===== config.mk =====
export PLATFORM = sky130hd
export DESIGN_NAME = centering_engine
export DESIGN_NICKNAME = d
export VERILOG_FILES = /design/src/rtl/centering_pkg.sv /design/src/rtl/centering_lane.sv /design/src/rtl/centering_engine.sv
export SDC_FILE = /design/constraint.sdc
export NUM_CORES = 1
export LEC_CHECK = 0
export ABC_AREA = 1
export CAP_MARGIN = 0
export CORE_AREA = 4 4 356 270
export DETAILED_ROUTE_END_ITERATION = 10
export DIE_AREA = 0 0 360 274
export PLACE_DENSITY = 0.53
export SYNTH_ARGS = -nofsm -noshare
export SYNTH_HDL_FRONTEND = slang
export SYNTH_SLANG_ARGS = --single-unit
export TNS_END_PERCENT = 5

===== constraint.sdc =====
create_clock -name clk -period 2.8 [get_ports clk]
set_input_delay 0.42 -clock clk [delete_from_list [all_inputs] [get_ports clk]]
set_output_delay 0.42 -clock clk [all_outputs]
set_load 0.05 [all_outputs]

===== src/rtl/centering_pkg.sv =====
// Shared definitions for the frame-mean centering engine: FSM state encoding
// and signed saturation limits derived from the sample width.
package centering_pkg;

  typedef logic [2:0] state_t;

  localparam state_t ST_IDLE  = 3'd0;
  localparam state_t ST_ACCUM = 3'd1;
  localparam state_t ST_MEAN  = 3'd2;
  localparam state_t ST_SUB   = 3'd3;
  localparam state_t ST_DONE  = 3'd4;

  function automatic longint sat_max(input int w);
    return (longint'(1) <<< (w - 1)) - longint'(1);
  endfunction

  function automatic longint sat_min(input int w);
    return -(longint'(1) <<< (w - 1));
  endfunction

endpackage


===== src/rtl/centering_lane.sv =====
// One channel of the centering engine: frame accumulator, rounded mean
// register and saturating mean subtraction with a registered output.
module centering_lane
  import centering_pkg::*;
#(
  parameter int W       = 26,
  parameter int LOG2_NS = 10
) (
  input  logic                clk,
  input  logic                rst_n,
  input  logic                i_clear,
  input  logic                i_acc_en,
  input  logic                i_mean_en,
  input  logic                i_sub_en,
  input  logic signed [W-1:0] i_x,
  output logic signed [W-1:0] o_x,
  output logic signed [W-1:0] o_mean
);

  localparam int AW = W + LOG2_NS;
  localparam logic signed [AW-1:0] HALF    = AW'(longint'(1) <<< (LOG2_NS - 1));
  localparam logic signed [W:0]    SAT_MAX = (W + 1)'(sat_max(W));
  localparam logic signed [W:0]    SAT_MIN = (W + 1)'(sat_min(W));

  logic signed [AW-1:0] r_acc;
  logic signed [W-1:0]  r_mean;
  logic signed [W-1:0]  r_x;
  logic signed [AW-1:0] w_rnd;
  logic signed [AW-1:0] w_shift;
  logic signed [W:0]    w_diff;
  logic signed [W-1:0]  w_sat;

  // Round half up, then arithmetic shift so negative sums floor correctly.
  assign w_rnd   = r_acc + HALF;
  assign w_shift = w_rnd >>> LOG2_NS;
  assign w_diff  = {i_x[W-1], i_x} - {r_mean[W-1], r_mean};

  // NOTE: default assignment first so every path drives w_sat and no latch is inferred.
  always_comb begin
    w_sat = w_diff[W-1:0];
    if (w_diff > SAT_MAX)      w_sat = SAT_MAX[W-1:0];
    else if (w_diff < SAT_MIN) w_sat = SAT_MIN[W-1:0];
  end

  // NOTE: sequential state uses non-blocking assignments only.
  always_ff @(posedge clk) begin
    if (!rst_n) begin
      r_acc  <= '0;
      r_mean <= '0;
      r_x    <= '0;
    end else begin
      if (i_clear)        r_acc  <= '0;
      else if (i_acc_en)  r_acc  <= r_acc + AW'(i_x);
      if (i_mean_en)      r_mean <= w_shift[W-1:0];
      if (i_sub_en)       r_x    <= w_sat;
    end
  end

  assign o_x    = r_x;
  assign o_mean = r_mean;

endmodule


===== src/rtl/centering_engine.sv =====
// Frame-based DC removal: accumulates NS samples per channel, computes the
// rounded mean, then subtracts it from a second pass of NS samples.
module centering_engine
  import centering_pkg::*;
#(
  parameter int NCH     = 4,
  parameter int W       = 26,
  parameter int LOG2_NS = 10
) (
  input  logic             clk,
  input  logic             rst_n,
  input  logic             go,
  input  logic             in_valid,
  input  logic [NCH*W-1:0] x_in,
  output logic             out_valid,
  output logic [NCH*W-1:0] x_out,
  output logic [NCH*W-1:0] mean_out,
  output logic             mean_valid,
  output logic             busy,
  output logic             done
);

  state_t              r_state;
  logic [LOG2_NS-1:0]  r_cnt;
  logic                r_out_valid;
  logic                r_mean_valid;

  logic w_start;
  logic w_acc_en;
  logic w_mean_en;
  logic w_sub_en;
  logic w_last;

  assign w_start   = (r_state == ST_IDLE) && go;
  assign w_acc_en  = (r_state == ST_ACCUM) && in_valid;
  assign w_mean_en = (r_state == ST_MEAN);
  assign w_sub_en  = (r_state == ST_SUB) && in_valid;
  assign w_last    = &r_cnt;

  always_ff @(posedge clk) begin
    if (!rst_n) begin
      r_state      <= ST_IDLE;
      r_cnt        <= '0;
      r_out_valid  <= 1'b0;
      r_mean_valid <= 1'b0;
    end else begin
      r_out_valid <= w_sub_en;
      if (w_start)        r_cnt <= '0;
      else if (w_acc_en || w_sub_en) r_cnt <= r_cnt + 1'b1;

      if (w_start)        r_mean_valid <= 1'b0;
      else if (w_mean_en) r_mean_valid <= 1'b1;

      case (r_state)
        ST_IDLE:  if (go) r_state <= ST_ACCUM;
        ST_ACCUM: if (w_acc_en && w_last) r_state <= ST_MEAN;
        ST_MEAN:  r_state <= ST_SUB;
        ST_SUB:   if (w_sub_en && w_last) r_state <= ST_DONE;
        ST_DONE:  r_state <= ST_IDLE;
        default:  r_state <= ST_IDLE;
      endcase
    end
  end

  for (genvar k = 0; k < NCH; k++) begin : g_lane
    centering_lane #(
      .W       (W),
      .LOG2_NS (LOG2_NS)
    ) u_lane (
      .clk       (clk),
      .rst_n     (rst_n),
      .i_clear   (w_start),
      .i_acc_en  (w_acc_en),
      .i_mean_en (w_mean_en),
      .i_sub_en  (w_sub_en),
      .i_x       (x_in[k*W +: W]),
      .o_x       (x_out[k*W +: W]),
      .o_mean    (mean_out[k*W +: W])
    );
  end

  assign out_valid  = r_out_valid;
  assign mean_valid = r_mean_valid;
  assign busy       = (r_state != ST_IDLE);
  assign done       = (r_state == ST_DONE);

endmodule


==> impl_metrics.toml, run 1 <==
[worst_hold_path]
hp-class = "in2reg"
min_path_cells = 3
holdPathEnd = "g_lane[2].u_lane.r_acc[0]"
hp-start = "rst_n"

[floorplanning]
num_rows = 97
die_y_um = 274
die_area_mm2 = 0.0986
die_w_um = 360
core-area_mm2 = 0.0927
ios = 320
start_util = 0.347

[global_route]
grt_pass1_wl_um = 188000
grt_max_degree = 154
antenna_found_initial = 0
grt.overflow.total = 0
grtUsageTotal = 0.237
grt_pass1_vias = 33400

[timing]
timing.fmax_mhz = 384
slew_violations = 0
setup_viol = 0
hold_viol = 0
fin_skew_ps = 29.9
max_slew_margin = 0.518
max_slew.worst_pin.slew_ps = 724
period_minus_slack_ps = 2610
whs_ps = 225
fin_crit_sh = 0.931
tns_ps = 0
rsz0062_at_grt = "false"

[power]
powerDensity_mw_per_mm2 = 556
fin_total_pwr_mw = 24.1
ir_drop_uv = 500
p_leak_nw = 21.1

[route]
routedWlPerCell_um = 16.4
drc = 0
vias = 35700
dr_wl_met3_um = 6620
finalWirelength_um = 121000
via_per_inst = 4.82
drt-pass1-iter-count = 8
highest_layer = "met4"
drtIter0Drc = 2599
drtAntennaViolNets = 0
drt-met1-wl_um = 63800
wl_met2_um = 49200

[synthesis]
yosysWarnings = 0
syn_inst = 5207
yosys.area_share.adder = 0.102
synth_compound_area_frac = 0.178
synth_top_flop_cell = "dfxtp_1"
synth-xor-area-share = 0.0614
avgSynthCellArea_um2 = 6.19
synth_top_family_by_area = "simple AND/OR/NAND/NOR gates"
yosys-mux-area-fraction = 0
ys_seq_area_frac = 0.228
yosysUniqueCellTypes = 55
yosys.area_share.simple = 0.312
async_flop_share = 0
synth_edf_count = 0
synth_seq_cells = 367
syn_nets = 5572
synthesis.area_mm2 = 0.0322

[clock_network]
cts_made_buffers = 48
cts_setup_buffers = 0
cts_tree = "done"
htreeDepth = 2
clock_latency_ps = 610
clock-sinks = 367
cts_root_buffer = "clkbuf_16"
cts_buffer_depth = 3
clk_pin_slew_ps = 60

[critical_path]
crit_fanout = 4
ff2ff_path_depth = 15
rr_startpoint = "g_lane[1].u_lane.o_mean[21]"
timing.rr.end = "g_lane[1].u_lane.o_x[16]"
cp_data_required_time_ps = 2380
worst_setup_path_start_kind = "flop"
endpoint_kind = "output port"
path_class = "reg2out"
arrival_ps = 2190
reg2reg_setup_slack_ps = 270

[place]
dp_cells = 7322
place_area_mm2 = 0.0417
io_buffer_count = 319
dp_hpwl_um = 98200
gp_congestion = 0.924

[cells_and_area]
antenna_cells = 0
fill_cells = 9916
finalInstanceArea_mm2 = 0.0434
synthToLayoutAreaGrowth_pct = 34.6
fin_nets = 6500
final_cells = 7409
drive_gt1_frac = 0.155

[run]
maxCapViolations = 0

[run_status]
outcome = "completed"
-- worst max-delay path by stage --
stage | depth (start not counted) | from | slack, ps | endpoint
global placement | 13 | x_in[48] | -220 | g_lane[1].u_lane.o_x[16]
global route | 15 | g_lane[1].u_lane.o_mean[18] | 10 | g_lane[1].u_lane.o_x[24]
finish | 3 | r_state[1] | 190 | busy
CTS | 3 | r_state[1] | 140 | busy
floorplan | 17 | g_lane[3].u_lane.o_mean[5] | 380 | g_lane[3].u_lane.o_x[12]
detailed placement | 14 | x_in[48] | -260 | g_lane[1].u_lane.o_x[4]
-- synthesized netlist by cell type (all sizes together), types with 8 or more instances --
cell type / count / area share
inv: 852 / 0.099
nand4: 82 / 0.016
a211oi: 10 / 0.0023
nor4: 20 / 0.0039
fa: 8 / 0.0050
a21o: 21 / 0.0049
nor3: 58 / 0.010
a31oi: 39 / 0.0076
xor2: 153 / 0.042
nand3: 274 / 0.045
ha: 249 / 0.097
xnor2: 73 / 0.020
o211ai: 25 / 0.0058
nand2: 1022 / 0.12
o21bai: 43 / 0.010
clkbuf: 72 / 0.0084
a21boi: 11 / 0.0026
nand3b: 12 / 0.0032
o21a: 8 / 0.0019
or2: 14 / 0.0027
dfxtp: 367 / 0.23
buf: 47 / 0.011
nor2: 818 / 0.11
a21oi: 449 / 0.070
o21ai: 461 / 0.072
-- layout make-up --
type,instances,area [um^2],share of cell area
inverters,853,3210,0.0740
multi-input cells,3868,21100,0.486
clock buffers,71,1430,0.0330
clock inverters,16,175,0.00404
repair buffers,997,8570,0.198
well taps,1237,1550,0.0357
flip-flops and latches,367,7350,0.169
-- stage by stage --
stage | util | setup slack [ps]
after floorplan | - | 383
after CTS | 0.468 | 136
final | 0.468 | 194
after global routing | 0.468 | 10.9
after detailed placement | 0.450 | -264
after global placement | 0.450 | -224
-- sequential cells by signal, indices dropped and copies added, names as in the netlist --
name                  flops
g_lane.u_lane.o_mean    104
g_lane.u_lane.o_x       104
g_lane.u_lane.r_acc     144
mean_valid                1
out_valid                 1
r_cnt                    10
r_state                   3
-- layout by cell type, fill, tap and decap left out, types with 9 or more instances in the layout --
| cell type | instances |
|---|---|
| a211oi_1 | 10 |
| a21boi_0 | 11 |
| a21o_1 | 21 |
| a21oi_1 | 446 |
| a31oi_1 | 39 |
| buf_12 | 23 |
| buf_4 | 656 |
| clkbuf_1 | 11 |
| clkbuf_16 | 50 |
| clkbuf_8 | 10 |
| clkdlybuf4s50_1 | 318 |
| clkinv_2 | 11 |
| dfxtp_1 | 367 |
| ha_1 | 249 |
| inv_1 | 843 |
| nand2_1 | 998 |
| nand2_2 | 19 |
| nand3_1 | 261 |
| nand3_2 | 13 |
| nand3b_1 | 11 |
| nand4_1 | 81 |
| nor2_1 | 688 |
| nor2_2 | 119 |
| nor2_4 | 10 |
| nor3_1 | 52 |
| nor4_1 | 20 |
| o211ai_1 | 25 |
| o21ai_0 | 436 |
| o21ai_1 | 24 |
| o21bai_1 | 43 |
| or2_2 | 9 |
| xnor2_1 | 73 |
| xor2_1 | 153 |
-- power by group --
part	leakage [nW]	total, mW	switching (mW)	internal (mW)
registers	2.98	6.15	0.437	5.72
clock network	0.790	6.47	2.68	3.80
logic	17.3	11.5	6.84	4.65
total	21.1	24.1	9.95	14.2
-- routing by layer --
| metal | vias up | GRT usage |
|---|---|---|
| met5 | - | 0 |
| met4 | 0 | 0.0399 |
| met3 | 89 | 0.0304 |
| met2 | 785 | 0.355 |
| met1 | 16100 | 0.364 |
| li1 | 18700 | - |
-- kinds of logic after synthesis --
family / after synthesis
simple gates: 2312
compound gates: 1073
buf+inv: 972
flops: 367
fa+ha+maj: 257
xor+xnor: 226
-- worst max-delay path: stages, from the launching register on --
cell,delay [ps]
dfxtp_1,420
inv_1,120
nand2_1,170
clkdlybuf4s50_1,870
-- repair_timing --
action                     CTS  global route
setup endpoints to repair    0             1
resized for setup            0             1
hold buffers                 0             0
Note: power is estimated with default switching activity, not from simulation.
==> run 2, diff against run 1 <==
--- a/config.mk
+++ b/config.mk
@@ -11,6 +11,8 @@
 export DETAILED_ROUTE_END_ITERATION = 10
 export DIE_AREA = 0 0 360 274
 export PLACE_DENSITY = 0.53
+export SKIP_CTS_REPAIR_TIMING = 1
+export SLEW_MARGIN = 40
 export SYNTH_ARGS = -nofsm -noshare
 export SYNTH_HDL_FRONTEND = slang
 export SYNTH_SLANG_ARGS = --single-unit
==> results of run 2 <==
The final DEF is identical to that of run 1; final timing and power are the same.
